==> src/rtl/stream_mux_rr.sv <==
`default_nettype none
// ============================================================================
//  Module   : stream_mux_rr
//  Purpose  : N-channel valid/ready stream mux with registered output stage,
//             fixed-select (MODE=0) or round-robin (MODE=1) arbitration.
//  Revision : 1.0  initial release
// ============================================================================
module stream_mux_rr #(
    parameter int WIDTH = 5,
    parameter int NCH   = 4,
    parameter int SELW  = 2,
    parameter int MODE  = 0
) (
    input  logic                  clk,
    input  logic                  rst_n,
    input  logic [NCH*WIDTH-1:0]  in_data,
    input  logic [NCH-1:0]        in_valid,
    output logic [NCH-1:0]        in_ready,
    input  logic [SELW-1:0]       sel,
    output logic [WIDTH-1:0]      out_data,
    output logic                  out_valid,
    input  logic                  out_ready,
    output logic [SELW-1:0]       out_ch
);

    localparam logic [SELW-1:0] c_ptr_reset = SELW'(NCH - 1);

    logic               w_load;
    logic               w_grant_valid;
    logic [SELW-1:0]    w_grant;
    logic [WIDTH-1:0]   w_grant_data;

    logic               r_valid;
    logic [WIDTH-1:0]   r_data;
    logic [SELW-1:0]    r_ch;

    generate
        if (NCH < 2 || NCH > 16 || (64'd1 << SELW) < 64'(NCH)) begin : g_param_check
            $error("stream_mux_rr: NCH must be 2..16 and fit in SELW bits");
        end
    endgenerate

    // The output register may take a new word when empty or being drained.
    assign w_load = !r_valid || out_ready;

    generate
        if (MODE == 0) begin : g_fixed
            always_comb begin
                w_grant       = sel;
                w_grant_valid = 1'b0;
                for (int i = 0; i < NCH; i++) begin
                    if (sel == SELW'(i) && in_valid[i]) begin
                        w_grant_valid = 1'b1;
                    end
                end
            end
        end else begin : g_rr
            logic [SELW-1:0] r_ptr;
            logic            w_unused_sel;
            int              w_dist;
            int              w_best;

            assign w_unused_sel = ^sel;

            // Distance from the channel after r_ptr, wrapping upward; the
            // valid channel nearest that start point wins.
            always_comb begin
                w_grant       = '0;
                w_grant_valid = 1'b0;
                w_best        = NCH;
                w_dist        = 0;
                for (int i = 0; i < NCH; i++) begin
                    w_dist = (i - int'(r_ptr) - 1 + 2 * NCH) % NCH;
                    if (in_valid[i] && w_dist < w_best) begin
                        w_best        = w_dist;
                        w_grant       = SELW'(i);
                        w_grant_valid = 1'b1;
                    end
                end
            end

            always_ff @(posedge clk or negedge rst_n) begin
                if (!rst_n) begin
                    r_ptr <= c_ptr_reset;
                end else if (w_grant_valid && w_load) begin
                    r_ptr <= w_grant;
                end
            end
        end
    endgenerate

    generate
        for (genvar gi = 0; gi < NCH; gi++) begin : g_ready
            assign in_ready[gi] = w_load && w_grant_valid && (w_grant == SELW'(gi));
        end
    endgenerate

    always_comb begin
        w_grant_data = '0;
        for (int i = 0; i < NCH; i++) begin
            if (w_grant == SELW'(i)) begin
                w_grant_data = in_data[i*WIDTH +: WIDTH];
            end
        end
    end

    // Data and channel id only move on a transfer; a grant-less load just
    // clears valid and leaves the last word visible.
    always_ff @(posedge clk or negedge rst_n) begin
        if (!rst_n) begin
            r_valid <= 1'b0;
            r_data  <= '0;
            r_ch    <= '0;
        end else if (w_load) begin
            r_valid <= w_grant_valid;
            if (w_grant_valid) begin
                r_data <= w_grant_data;
                r_ch   <= w_grant;
            end
        end
    end

    assign out_valid = r_valid;
    assign out_data  = r_data;
    assign out_ch    = r_ch;

endmodule
`default_nettype wire

==> config.mk <==
export PLATFORM = sky130hd
export DESIGN_NAME = stream_mux_rr
export DESIGN_NICKNAME = d
export VERILOG_FILES = /design/src/rtl/stream_mux_rr.sv
export SDC_FILE = /design/constraint.sdc
export NUM_CORES = 1
export LEC_CHECK = 0
export ABC_AREA = 0
export BUFFER_PORTS_ARGS = -buffer_cell sky130_fd_sc_hd__buf_2
export CAP_MARGIN = 20
export CORE_UTILIZATION = 34
export CTS_CLUSTER_SIZE = 8
export DETAILED_ROUTE_END_ITERATION = 8
export GPL_TIMING_DRIVEN = 0
export HOLD_SLACK_MARGIN = 0.1
export PLACE_DENSITY = 0.74
export SETUP_SLACK_MARGIN = 0.4
export SYNTH_ARGS = -nofsm -noshare
export SYNTH_HDL_FRONTEND = slang
export SYNTH_SLANG_ARGS = --single-unit
export TNS_END_PERCENT = 30
==> constraint.sdc <==
create_clock -name clk -period 1.4 [get_ports clk]
set_clock_uncertainty 0.05 [all_clocks]
set_input_delay 0.07 -clock clk [delete_from_list [all_inputs] [get_ports clk]]
set_output_delay 0.07 -clock clk [all_outputs]
set_load 0.005 [all_outputs]
After elaboration in Yosys (flattened, before gate mapping)
Cells that the tools add are included.
{ "word_totals": {"reg_bits": 8, "out_inout_bits": 12, "word_cells": 27} }
{ "op_classes": {"n_eq_ne": 3, "mux": 8, "reduce_logical": 13} }
{ "ops": {"columns": ["operator", "count"], "rows": [
  ["2-to-1 mux 5 bit", 4],
  ["logical AND 1 bit", 9],
  ["equality test 2 bit, second input constant", 2],
  ["2-to-1 mux 1 bit", 4],
  ["equality test 2 x 1 -> 1 bit, second input constant", 1],
  ["logical NOT 2 bit", 1],
  ["AND reduction 2 bit", 1],
  ["logical NOT 1 bit", 1],
  ["logical OR 1 bit", 1]
]} }

Depth between registers and ports, before layout
Gate-level depths: netlist (run 1).
{ "logic_depth": {"ltp_word": 8, "depth_mapped": 6, "depth_no_buf": 4} }

Worst setup path before layout (run 1)
OpenSTA, ideal clock, no wires.
{ "synth_timing": {"path_type": "flip-flop to flip-flop", "start": "reg r_valid, in the netlist out_valid", "end": "reg r_ch[0], in the netlist out_ch[0]", "setup_time_ns": 0.125, "t_arrival_ns": 1.162, "t_required_ns": 1.225, "path_slack_ns": 0.063, "stages_incl_launch_ff": 6, "path_buffers": 1, "synth_period_minus_slack_ns": 1.337, "cell_sequence": "dfrtp_1 nand2b_1 nor3b_2 nor2b_1 buf_6 mux2_4"} }
{ "synth_between": {"elab_chain_len": 3} }
{ "synth_rtl": {"columns": ["item", "line", "text"], "rows": [
  ["start, declared", "33", "logic r_valid;"],
  ["start signal, assigned", "115", "r_valid <= w_grant_valid;"],
  ["logical NOT 1 bit", "44", "assign w_load = !r_valid || out_ready;"],
  ["logical OR 1 bit", "44", null],
  ["AND reduction 2 bit (no line)", null, null],
  ["end signal, assigned", "118", "r_ch <= w_grant;"],
  ["end, declared", "35", "logic [SELW-1:0] r_ch;"]
]} }
No other way between the ends.
A chain may end at the register's enable or synchronous reset.

Worst setup path after layout (run 1)
Ends and elaborated chain as after synthesis.

==> insert_results.sql, run 1 <==
INSERT INTO impl_metrics (metric_group, metric, value, unit) VALUES
('run_status', 'run_status', 'finished with violations', ''),
('run_status', 'failed_checks', 'negative setup slack', ''),
('final_layout', 'final-instance-count-excl-fill', '99', ''),
('timing', 'setup_ws_post_layout', '-0.0788', 'ns'),
('synthesis', 'synth.most_common_cell', 'dfrtp_1', ''),
('timing', 'max_freq', '676', 'MHz'),
('timing', 'timing.final.hold_violations', '0', ''),
('pwr', 'sequential_fraction_of_design_power', '40.8', '%'),
('run', 'drv.max_cap_violation_count', '0', ''),
('floorplan', 'fp-row-count', '14', ''),
('critical_path', 'cp.arrival', '1.56', 'ns'),
('grt', 'initial_antenna_violation_count', '0', ''),
('floorplan', 'die-width', '42.0', 'um'),
('floorplan', 'die_height', '42.0', 'um'),
('drt', 'first_iter_violations', '7', ''),
('drt', 'vias', '471', ''),
('floorplan', 'fp.dieArea', '0.00176', 'mm2'),
('critical_path', 'worstPathRequired', '1.48', 'ns'),
('synthesis', 'post_synth_inst_count', '39', ''),
('grt', 'grt_max_degree', '11', ''),
('pwr', 'p_leak', '0.446', 'nW'),
('drt', 'dr.pass1.iters', '4', ''),
('timing', 'slew_viol_final', '0', ''),
('drt', 'vias_per_cell', '4.76', ''),
('clock_tree', 'cts_tree', 'built', ''),
('timing', 'fin_setup_tns', '-0.443', 'ns'),
('clock_tree', 'numCtsBuffers', '3', ''),
('synthesis', 'synth.ff_latch_count', '8', ''),
('synthesis', 'synth_enable_flop_cells', '0', ''),
('synthesis', 'synth_largest_area_cell', 'dfrtp_1', ''),
('critical_path', 'critPathMaxFanout', '6', ''),
('clock_tree', 'htreeDepth', '1', ''),
('floorplan', 'placeableCoreArea', '0.00151', 'mm2'),
('final_layout', 'n_fill_cell', '135', ''),
('grt', 'globalRoute.totalOverflow', '0', ''),
('final_layout', 'post_route_cells_drive_above_1_share', '67.5', '%'),
('grt', 'grt_pass1_wl', '2010', 'um'),
('clock_tree', 'cts_num_sinks', '8', ''),
('synthesis', 'yosysSeqAreaShare', '36.8', '%'),
('pwr', 'internal-power', '0.564', 'mW'),
('grt', 'gr-usage-all-layers', '15.6', '%'),
('synthesis', 'yosysWarningCount', '0', ''),
('synthesis', 'syn_avg_cell_area', '14.0', 'um2'),
('final_layout', 'fin_nets', '114', ''),
('pwr', 'p_per_area', '939', 'mW/mm2'),
('critical_path', 'setup.worst_path.end_class', 'flip-flop', ''),
('synthesis', 'synth-main-ff-cell', 'dfrtp_1', ''),
('synthesis', 'synth_area_leaders', 'dfrtp_1, mux4_1, mux2_4, buf_6, mux4_2', ''),
('final_layout', 'flow.area_growth_from_synthesis', '49.7', '%'),
('placed_design', 'globalplace.congestion', '0.708', ''),
('drt', 'antenna_violating_nets_post_route', '0', ''),
('timing', 'timing.final.crit_share', '106', '%'),
('pwr', 'power.net_switching', '0.201', 'mW'),
('placed_design', 'post-place-cells', '94', ''),
('synthesis', 'ys_top_cells_by_count', 'dfrtp_1, mux2_4, mux4_1', ''),
('pwr', 'power_frac_clock', '22.7', '%'),
('timing', 'setup_viol', '7', ''),
('worst_hold_path', 'hp-class', 'in -> reg', ''),
('placed_design', 'port_buf_inserts', '39', ''),
('clock_tree', 'root_buffer', 'clkbuf_4', ''),
('timing', 'grt_setup_unrepaired', 'true', ''),
('final_layout', 'insertedDiodeCount', '0', ''),
('critical_path', 'worstSetupPathType', 'reg -> reg', ''),
('synthesis', 'post_synth_num_cell_types', '17', ''),
('synthesis', 'share_of_the_synthesized_area_in_the_top_cell_type', '36.8', '%'),
('floorplan', 'initial_utilization', '36.1', '%'),
('grt', 'via_count_of_the_first_global_routing_pass', '443', ''),
('drt', 'drt_wl_total', '1260', 'um'),
('clock_tree', 'insertion_delay', '0.25', 'ns'),
('floorplan', 'top_level_ports', '41', ''),
('placed_design', 'dp_hpwl', '986', 'um'),
('timing', 'maxSlewHeadroom', '66.9', '%'),
('critical_path', 'kind_of_launch_point_of_the_worst_setup_path', 'flip-flop', ''),
('clock_tree', 'clock_tree.buffer_depth', '2', ''),
('pwr', 'netSwitchingFraction', '26.3', '%'),
('drt', 'drc', '0', ''),
('timing', 'finalWorstPathRequiredPeriod', '1.48', 'ns'),
('pwr', 'peakVddDrop', '0.344', 'mV'),
('synthesis', 'async_flop_share', '100', '%'),
('synthesis', 'synthesis.area', '544', 'um2'),
('synthesis', 'synthesis.nets', '68', ''),
('clock_tree', 'clk_transition_reported_paths', '0.05', 'ns'),
('drt', 'routedWlPerCell', '12.7', 'um'),
('timing', 'worst-slew-pin-transition', '0.497', 'ns'),
('pwr', 'comb_power_share', '36.5', '%');
stage by stage:
stage | total power [mW] | cell area, um2 | setup slack [ns] | hold slack, ns | utilization [%]
2_1_floorplan | 0.467 | 544 | 0.0625 | -0.276 | -
5_1_grt | 0.817 | 815 | -0.161 | 0.150 | 54.1
3_3_place_gp | 0.575 | 759 | -0.0705 | -0.128 | 50.4
3_5_place_dp | 0.584 | 759 | -0.123 | -0.126 | 50.4
4_1_cts | 0.766 | 798 | -0.0602 | 0.0794 | 53.0
6_report | 0.765 | 815 | -0.0788 | 0.106 | 54.1
layout by cell type (no fill, tap or decap):
master,Yosys,final
and2_1,2,2
buf_2,0,39
buf_4,0,1
buf_6,2,2
clkbuf_1,1,1
clkbuf_4,0,3
dfrtp_1,8,8
dlygate4sd3_1,0,1
inv_1,3,3
mux2_2,1,1
mux2_4,6,6
mux2i_1,1,1
mux4_1,4,4
mux4_2,1,1
nand2_1,2,2
nand2b_1,1,1
nand3_2,0,1
nor2_1,2,2
nor2b_1,1,1
nor3b_4,0,1
o21ai_0,2,1
o21ai_2,0,1
kinds of logic (layout without fill, tap and decap cells):
family	Yosys count	in the layout	share of synthesized area, %
flip-flops	8	8	36.8
AND/OR/NAND/NOR	10	10	10.6
AO/OA/AOI/OAI	2	2	1.84
multiplexers	13	13	43.9
buffers and inverters	6	50	6.90
path summary, 6_finish.rpt:
kind                       slack (ns)   startpoint     endpoint  depth (start not counted)
max in group asynchronous        0.99        rst_n    out_ch[1]                          2
min in group asynchronous        0.14        rst_n  out_data[1]                          2
max                             -0.08    out_valid    out_ch[0]                          5
min                              0.11    out_ready    out_valid                          3
max reg2reg                     -0.08    out_valid    out_ch[0]                          5
min reg2reg                      0.45  out_data[3]  out_data[3]                          1
final cells by class:
cell class / count / area, um2 / area share [%]
clock buffer: 3 / 22.5 / 2.76
tap: 16 / 20.0 / 2.46
buffer: 3 / 26.3 / 3.23
timing repair buffer: 41 / 213 / 26.1
sequential: 8 / 200 / 24.6
inverter: 3 / 11.3 / 1.38
multi-input combinational: 25 / 322 / 39.5
worst max-delay path, stage by stage (launching register included):
cell and delay, ns:
dfrtp_1 0.38, nand2b_1 0.14, nor3b_4 0.26, nor2b_1 0.08, buf_6 0.15, mux2_4 0.30
flip-flops by register name, indices dropped and copies added, names as in the netlist:
| name | flops |
|---|---|
| out_ch | 2 |
| out_valid | 1 |
| out_data | 5 |
power by group through the flow:
stage               logic [mW]  registers [mW]  clock network [mW]
floorplan                0.145           0.322                   0
global placement         0.262           0.313                   0
detailed placement       0.267           0.317                   0
CTS                      0.275           0.313               0.178
global route             0.304           0.320               0.193
finish                   0.279           0.312               0.173
per-layer routing:
metal | track usage [%] | routed length (um) | vias to the layer above
li1 | - | - | 231
met1 | 18.5 | 523 | 211
met2 | 26.9 | 631 | 27
met3 | 4.31 | 89 | 2
met4 | 5.63 | 13 | 0
met5 | 0 | 0 | -
repair_timing:
item                                    4_1_cts  5_1_grt
cloned                                        0        0
hold buffers                                  1        0
buffers inserted                              0        1
pin swaps                                     1        3
resized for setup                             1        3
endpoints found under the setup margin       11       11
hold endpoints to repair                      9        0
Power figures use the tool's default switching activity.
==> run 2: changes to the inputs <==
- CORE_UTILIZATION: 34 -> 38
- PLACE_DENSITY: 0.74 -> 0.78
- clock period: 1.4 -> 1.7 ns (I/O delays scaled with it)
==> run 2 against run 1 <==
Against the previous run:
- the run now ends clean
- combinational power fell by 20%
- sequential cell count did not move
- count of clock-buffer cells in the layout unchanged
- first-iteration DRC count decreased by 57%
- cell count down 2.0%
- via count rose by 0.85%
- non-clock buffer count down 1
- register-to-register slack gained 0.33 ns
- power down 19%
- utilization rose by 6.4 points
- critical path type unchanged
- critical endpoint is now out_data[2]
- largest cell class unchanged
- largest power group unchanged
==> insert_results.sql, run 2 (synthesis results as in run 1) <==
INSERT INTO impl_metrics (metric_group, metric, value, unit) VALUES
('run_status', 'run_status', 'complete, no violations', ''),
('placed_design', 'post-place-cells', '93', ''),
('final_layout', 'most-common-layout-cells', 'buf_2, dfrtp_1, mux2_4', ''),
('drt', 'dr.pass1.iters', '2', ''),
('grt', 'initial_antenna_violation_count', '0', ''),
('worst_hold_path', 'hp-class', 'in -> reg', ''),
('pwr', 'power.net_switching', '0.162', 'mW'),
('timing', 'hold_slack', '0.119', 'ns'),
('clock_tree', 'insertion_delay', '0.24', 'ns'),
('timing', 'finalWorstPathRequiredPeriod', '1.45', 'ns'),
('drt', 'drc', '0', ''),
('pwr', 'sequential_fraction_of_design_power', '41.7', '%'),
('critical_path', 'worstPathCellList', 'nand2b_1 -> nand3_1 -> nor2b_1 -> buf_6 -> mux2_4', ''),
('clock_tree', 'root_buffer', 'clkbuf_4', ''),
('placed_design', 'standard_cell_area_after_detailed_placement', '758', 'um2'),
('critical_path', 'crit_path_max_incr_delay', '0.38', 'ns'),
('grt', 'grt_pass1_wl', '1720', 'um'),
('drt', 'drt_wl_total', '1260', 'um'),
('floorplan', 'placeableCoreArea', '0.00132', 'mm2'),
('final_layout', 'post_route_cells_drive_above_1_share', '64.6', '%'),
('grt', 'use_met3', '5.11', '%'),
('final_layout', 'largest_reg_flops', '5', ''),
('pwr', 'comb_power_share', '35.8', '%'),
('placed_design', 'dp_hpwl', '1050', 'um'),
('final_layout', 'final-instance-count-excl-fill', '97', ''),
('final_layout', 'fin_nets', '113', ''),
('critical_path', 'crit_start', 'out_valid', ''),
('timing', 'max_freq', '690', 'MHz'),
('clock_tree', 'clk_transition_reported_paths', '0.05', 'ns'),
('placed_design', 'place_ws', '0.186', 'ns'),
('final_layout', 'n_fill_cell', '112', ''),
('drt', 'routedWlPerCell', '13.0', 'um'),
('pwr', 'report.power.total', '0.623', 'mW'),
('timing', 'slew_viol_final', '0', ''),
('critical_path', 'worstPathRequired', '1.77', 'ns'),
('pwr', 'netSwitchingFraction', '26.0', '%'),
('drt', 'vias_per_cell', '4.90', ''),
('final_layout', 'layout.area.seq', '200', 'um2'),
('placed_design', 'globalplace.congestion', '0.587', ''),
('final_layout', 'flow.area_growth_from_synthesis', '46.4', '%'),
('floorplan', 'die_height', '39.8', 'um'),
('floorplan', 'initial_utilization', '41.3', '%'),
('grt', 'gr-usage-all-layers', '16.8', '%'),
('critical_path', 'kind_of_launch_point_of_the_worst_setup_path', 'flip-flop', ''),
('floorplan', 'fp.dieArea', '0.00159', 'mm2'),
('clock_tree', 'cts_tree', 'built', ''),
('critical_path', 'crit-reg2reg-launch', 'out_valid', ''),
('final_layout', 'mostFrequentLayoutCell', 'buf_2', ''),
('timing', 'worst-slew-pin-transition', '0.469', 'ns'),
('pwr', 'p_leak', '0.439', 'nW'),
('floorplan', 'die-width', '39.8', 'um'),
('clock_tree', 'clock_tree.buffer_depth', '2', ''),
('timing', 'fin_setup_tns', '0', 'ns'),
('final_layout', 'multi_input_comb_area', '313', 'um2'),
('drt', 'first_iter_violations', '3', ''),
('clock_tree', 'htreeDepth', '1', ''),
('pwr', 'peakVddDrop', '0.353', 'mV'),
('drt', 'vias', '475', ''),
('critical_path', 'critPathMaxFanout', '6', ''),
('final_layout', 'insertedDiodeCount', '0', ''),
('grt', 'grt_busiest_layer', 'met2', ''),
('timing', 'timing.final.crit_share', '85.2', '%'),
('critical_path', 'cp.arrival', '1.52', 'ns'),
('worst_hold_path', 'hold_start', 'out_ready', ''),
('timing', 'setup_ws_post_layout', '0.251', 'ns'),
('floorplan', 'top_level_ports', '41', ''),
('grt', 'grt_max_degree', '11', ''),
('floorplan', 'fp-row-count', '13', ''),
('placed_design', 'port_buf_inserts', '39', ''),
('drt', 'antenna_violating_nets_post_route', '0', ''),
('clock_tree', 'numCtsBuffers', '3', ''),
('timing', 'maxSlewHeadroom', '68.8', '%'),
('grt', 'via_count_of_the_first_global_routing_pass', '437', ''),
('timing', 'timing.final.hold_violations', '0', ''),
('critical_path', 'worstSetupPathType', 'reg -> reg', ''),
('critical_path', 'critical_path.slowest_cell', 'dfrtp_1', ''),
('grt', 'groute.layer.met2.usage', '30.7', '%'),
('pwr', 'power_frac_clock', '22.5', '%'),
('pwr', 'internal-power', '0.461', 'mW'),
('pwr', 'p_per_area', '781', 'mW/mm2'),
('timing', 'grt_setup_unrepaired', 'true', ''),
('run', 'drv.max_cap_violation_count', '0', ''),
('timing', 'setup_viol', '0', ''),
('grt', 'global_route.usage.met1', '17.9', '%'),
('final_layout', 'utilization', '60.5', '%'),
('grt', 'globalRoute.totalOverflow', '0', ''),
('final_layout', 'final_std_cell_area_no_fill', '797', 'um2'),
('critical_path', 'setup.worst_path.end_class', 'flip-flop', ''),
('clock_tree', 'cts_num_sinks', '8', '');
==> run 2: cell count changes in the layout (fill, tap and decap cells not counted), sizes merged <==
cell and change:
buf -1
==> run 2: path summary, 6_finish.rpt <==
check	depth (start not counted)	end	slack (ns)
max in group asynchronous	2	out_valid	1.28
max	5	out_data[2]	0.25
max reg2reg	5	out_data[2]	0.25
min in group asynchronous	2	out_data[3]	0.16
min	3	out_valid	0.12
min reg2reg	1	out_data[4]	0.46
==> run 2: layer usage <==
metal / wire length, um / part of all wire (%) / up-vias
li1: - / - / 231
met1: 448 / 35 / 220
met2: 726 / 58 / 22
met3: 74 / 5.9 / 2
met4: 13 / 1.0 / 0
met5: 0 / 0 / -
==> run 2: layout make-up <==
type	instances	area share (%)
buffer	3	3.30
clock buffer	3	2.83
inverter	3	1.41
multi-input combinational	25	39.2
sequential	8	25.1
tap	15	2.35
timing repair buffer	40	25.7
==> run 2: critical path: cells and delay by family (launching register included) <==
family / cells / cell delay, ns
AND/OR/NAND/NOR: 3 / 0.47
flip-flops: 1 / 0.38
buffers and inverters: 1 / 0.15
multiplexers: 1 / 0.29
==> run 2: power groups by stage <==
| stage | logic (mW) | clock network [mW] | registers [mW] |
|---|---|---|---|
| 5_1_grt | 0.245 | 0.160 | 0.265 |
| 3_5_place_dp | 0.221 | 0 | 0.263 |
| 6_report | 0.223 | 0.140 | 0.260 |
| 3_3_place_gp | 0.214 | 0 | 0.259 |
| 4_1_cts | 0.224 | 0.145 | 0.260 |
| 2_1_floorplan | 0.119 | 0 | 0.265 |
==> run 2: what timing repair did <==
action                     CTS  global route
gates resized for setup      0             1
setup endpoints to repair    8            10
hold buffers                 1             0
hold endpoints to repair     8             0
buffers inserted             0             0
==> run 3: changes to the inputs <==
- BUFFER_PORTS_ARGS: -buffer_cell sky130_fd_sc_hd__buf_2 -> unset
- CORE_AREA: unset -> 2 2 39 41
- CORE_UTILIZATION: 38 -> unset
- DIE_AREA: unset -> 0 0 41 43
- DONT_BUFFER_PORTS: unset -> 1
- GPL_TIMING_DRIVEN: 0 -> 1
- PLACE_DENSITY: 0.78 -> 0.56
==> run 3 against run 2 <==
Against the previous run:
- sequential cell count did not move
- first-iteration DRC count rose by 33%
- count of clock-buffer cells in the layout did not move
- routed wire length fell by 8.0%
- global-route usage fell by 1.8 points
- cell count fell by 35%
- sequential power rose by 5%
- register-to-register slack got worse by 0.05 ns
- critical endpoint is now out_data[1]
- via count fell by 25%
==> insert_results.sql, run 3 (synthesis results as in run 1) <==
INSERT INTO impl_metrics (metric_group, metric, value, unit) VALUES
('drt', 'routedWlPerCell', '18.4', 'um'),
('pwr', 'peakVddDrop', '0.273', 'mV'),
('critical_path', 'worstPathCellList', 'nand2b_1 -> nor3b_4 -> nor2b_1 -> buf_4 -> mux2_4', ''),
('worst_hold_path', 'hp-class', 'in -> reg', ''),
('timing', 'max_freq', '669', 'MHz'),
('grt', 'grt_pass1_wl', '1700', 'um'),
('final_layout', 'final_std_cell_area_no_fill', '644', 'um2'),
('final_layout', 'flow.area_growth_from_synthesis', '18.4', '%'),
('drt', 'vias', '356', ''),
('critical_path', 'crit_path_max_incr_delay', '0.39', 'ns'),
('critical_path', 'critical_path.slowest_cell', 'dfrtp_1', ''),
('timing', 'worst-slew-pin-transition', '0.363', 'ns'),
('critical_path', 'kind_of_launch_point_of_the_worst_setup_path', 'flip-flop', ''),
('clock_tree', 'cts_tree', 'built', ''),
('drt', 'drt_wl_total', '1160', 'um'),
('timing', 'fin_setup_tns', '0', 'ns'),
('placed_design', 'globalplace.congestion', '0.705', ''),
('pwr', 'p_leak', '0.308', 'nW'),
('timing', 'timing.final.hold_violations', '0', ''),
('timing', 'timing.final.crit_share', '88.0', '%'),
('final_layout', 'multi_input_comb_area', '318', 'um2'),
('critical_path', 'cp.arrival', '1.57', 'ns'),
('timing', 'finalWorstPathRequiredPeriod', '1.50', 'ns'),
('timing', 'maxSlewHeadroom', '75.7', '%'),
('final_layout', 'insertedDiodeCount', '0', ''),
('grt', 'initial_antenna_violation_count', '0', ''),
('timing', 'slew_viol_final', '0', ''),
('final_layout', 'post_route_cells_drive_above_1_share', '36.2', '%'),
('critical_path', 'critPathMaxFanout', '6', ''),
('drt', 'first_iter_violations', '4', ''),
('clock_tree', 'numCtsBuffers', '3', ''),
('grt', 'grt_max_degree', '12', ''),
('clock_tree', 'cts_num_sinks', '8', ''),
('floorplan', 'placeableCoreArea', '0.00138', 'mm2'),
('floorplan', 'fp-row-count', '14', ''),
('critical_path', 'setup.worst_path.end_class', 'flip-flop', ''),
('drt', 'drc', '0', ''),
('floorplan', 'die-width', '41', 'um'),
('placed_design', 'standard_cell_area_after_detailed_placement', '546', 'um2'),
('floorplan', 'die_height', '43', 'um'),
('grt', 'globalRoute.totalOverflow', '0', ''),
('pwr', 'p_per_area', '868', 'mW/mm2'),
('critical_path', 'worstPathRequired', '1.78', 'ns'),
('floorplan', 'top_level_ports', '41', ''),
('grt', 'gr-usage-all-layers', '15.0', '%'),
('clock_tree', 'post_cts_hold_buffer_count', '4', ''),
('drt', 'dr.pass1.iters', '4', ''),
('floorplan', 'fp.dieArea', '0.00176', 'mm2'),
('clock_tree', 'insertion_delay', '0.25', 'ns'),
('pwr', 'report.power.total', '0.559', 'mW'),
('run_status', 'run_status', 'complete, no violations', ''),
('clock_tree', 'clock_tree.buffer_depth', '2', ''),
('timing', 'setup_viol', '0', ''),
('timing', 'grt_setup_unrepaired', 'true', ''),
('final_layout', 'layout.area.seq', '200', 'um2'),
('clock_tree', 'htreeDepth', '1', ''),
('drt', 'vias_per_cell', '5.65', ''),
('clock_tree', 'clk_transition_reported_paths', '0.05', 'ns'),
('drt', 'antenna_violating_nets_post_route', '0', ''),
('final_layout', 'most-common-layout-cells', 'dfrtp_1, mux2_4, mux4_1, buf_4', ''),
('critical_path', 'worstSetupPathType', 'reg -> reg', ''),
('final_layout', 'fin_nets', '78', ''),
('clock_tree', 'root_buffer', 'clkbuf_4', ''),
('final_layout', 'n_fill_cell', '135', ''),
('run', 'drv.max_cap_violation_count', '0', ''),
('final_layout', 'largest_reg_flops', '5', ''),
('final_layout', 'mostFrequentLayoutCell', 'dfrtp_1', ''),
('grt', 'via_count_of_the_first_global_routing_pass', '398', ''),
('floorplan', 'initial_utilization', '39.3', '%'),
('placed_design', 'port_buf_inserts', '0', '');
-- run 3: report_power, final --
group	switching, mW	leakage [nW]	internal (mW)	total [mW]
logic	0.0455	0.202	0.0990	0.144
registers	0.0381	0.0921	0.236	0.274
clock network	0.0603	0.0138	0.0805	0.141
-- run 3: repair_timing --
action                                 in CTS  in global routing
endpoints found under the hold margin      16                  1
cloned                                      0                  0
resized for setup                           2                  1
setup endpoints to repair                   8                  8
buffers inserted                            1                  2
-- run 3: metal layers --
metal	vias up	share of wire, %	track usage, %
met3	2	9.6	4.19
met1	170	37	16.3
li1	160	-	-
met2	24	52	21.9
met5	-	0	0
met4	0	1.6	14.0
-- run 3: layout make-up --
type | instances | share of cell area, %
well taps | 16 | 3.11
inverters | 3 | 1.75
repair buffers | 8 | 11.3
flip-flops and latches | 8 | 31.1
multi-input cells | 25 | 49.3
clock buffers | 3 | 3.50
-- run 3: worst max-delay path, delay by kind of cell, from the launching register on --
kind	cells	cell delay [ns]
flip-flops	1	0.39
buffers and inverters	1	0.17
multiplexers	1	0.30
AND/OR/NAND/NOR	3	0.46
-- run 3: worst paths after layout --
path / startpoint / endpoint / slack, ns / cells past startpoint
setup reg to reg: out_valid / out_data[1] / 0.20 / 5
setup / recovery: out_valid / out_data[1] / 0.20 / 5
max in group asynchronous: rst_n / out_data[1] / 1.20 / 1
min in group asynchronous: rst_n / out_ch[0] / 0.13 / 1
hold / removal: out_ready / out_valid / 0.07 / 2
hold reg to reg: out_data[0] / out_data[0] / 0.50 / 1
-- run 3: through the flow --
stage | hold slack, ns | utilization (%) | setup WS (ns) | instances
after CTS | 0.0383 | 45.3 | 0.236 | 61
final | 0.0689 | 46.6 | 0.204 | 63
after floorplan | -0.261 | - | 0.363 | 39
after global placement | -0.260 | 39.4 | 0.285 | 53
after detailed placement | -0.260 | 39.4 | 0.214 | 53
after global routing | 0.0615 | 46.6 | 0.144 | 63
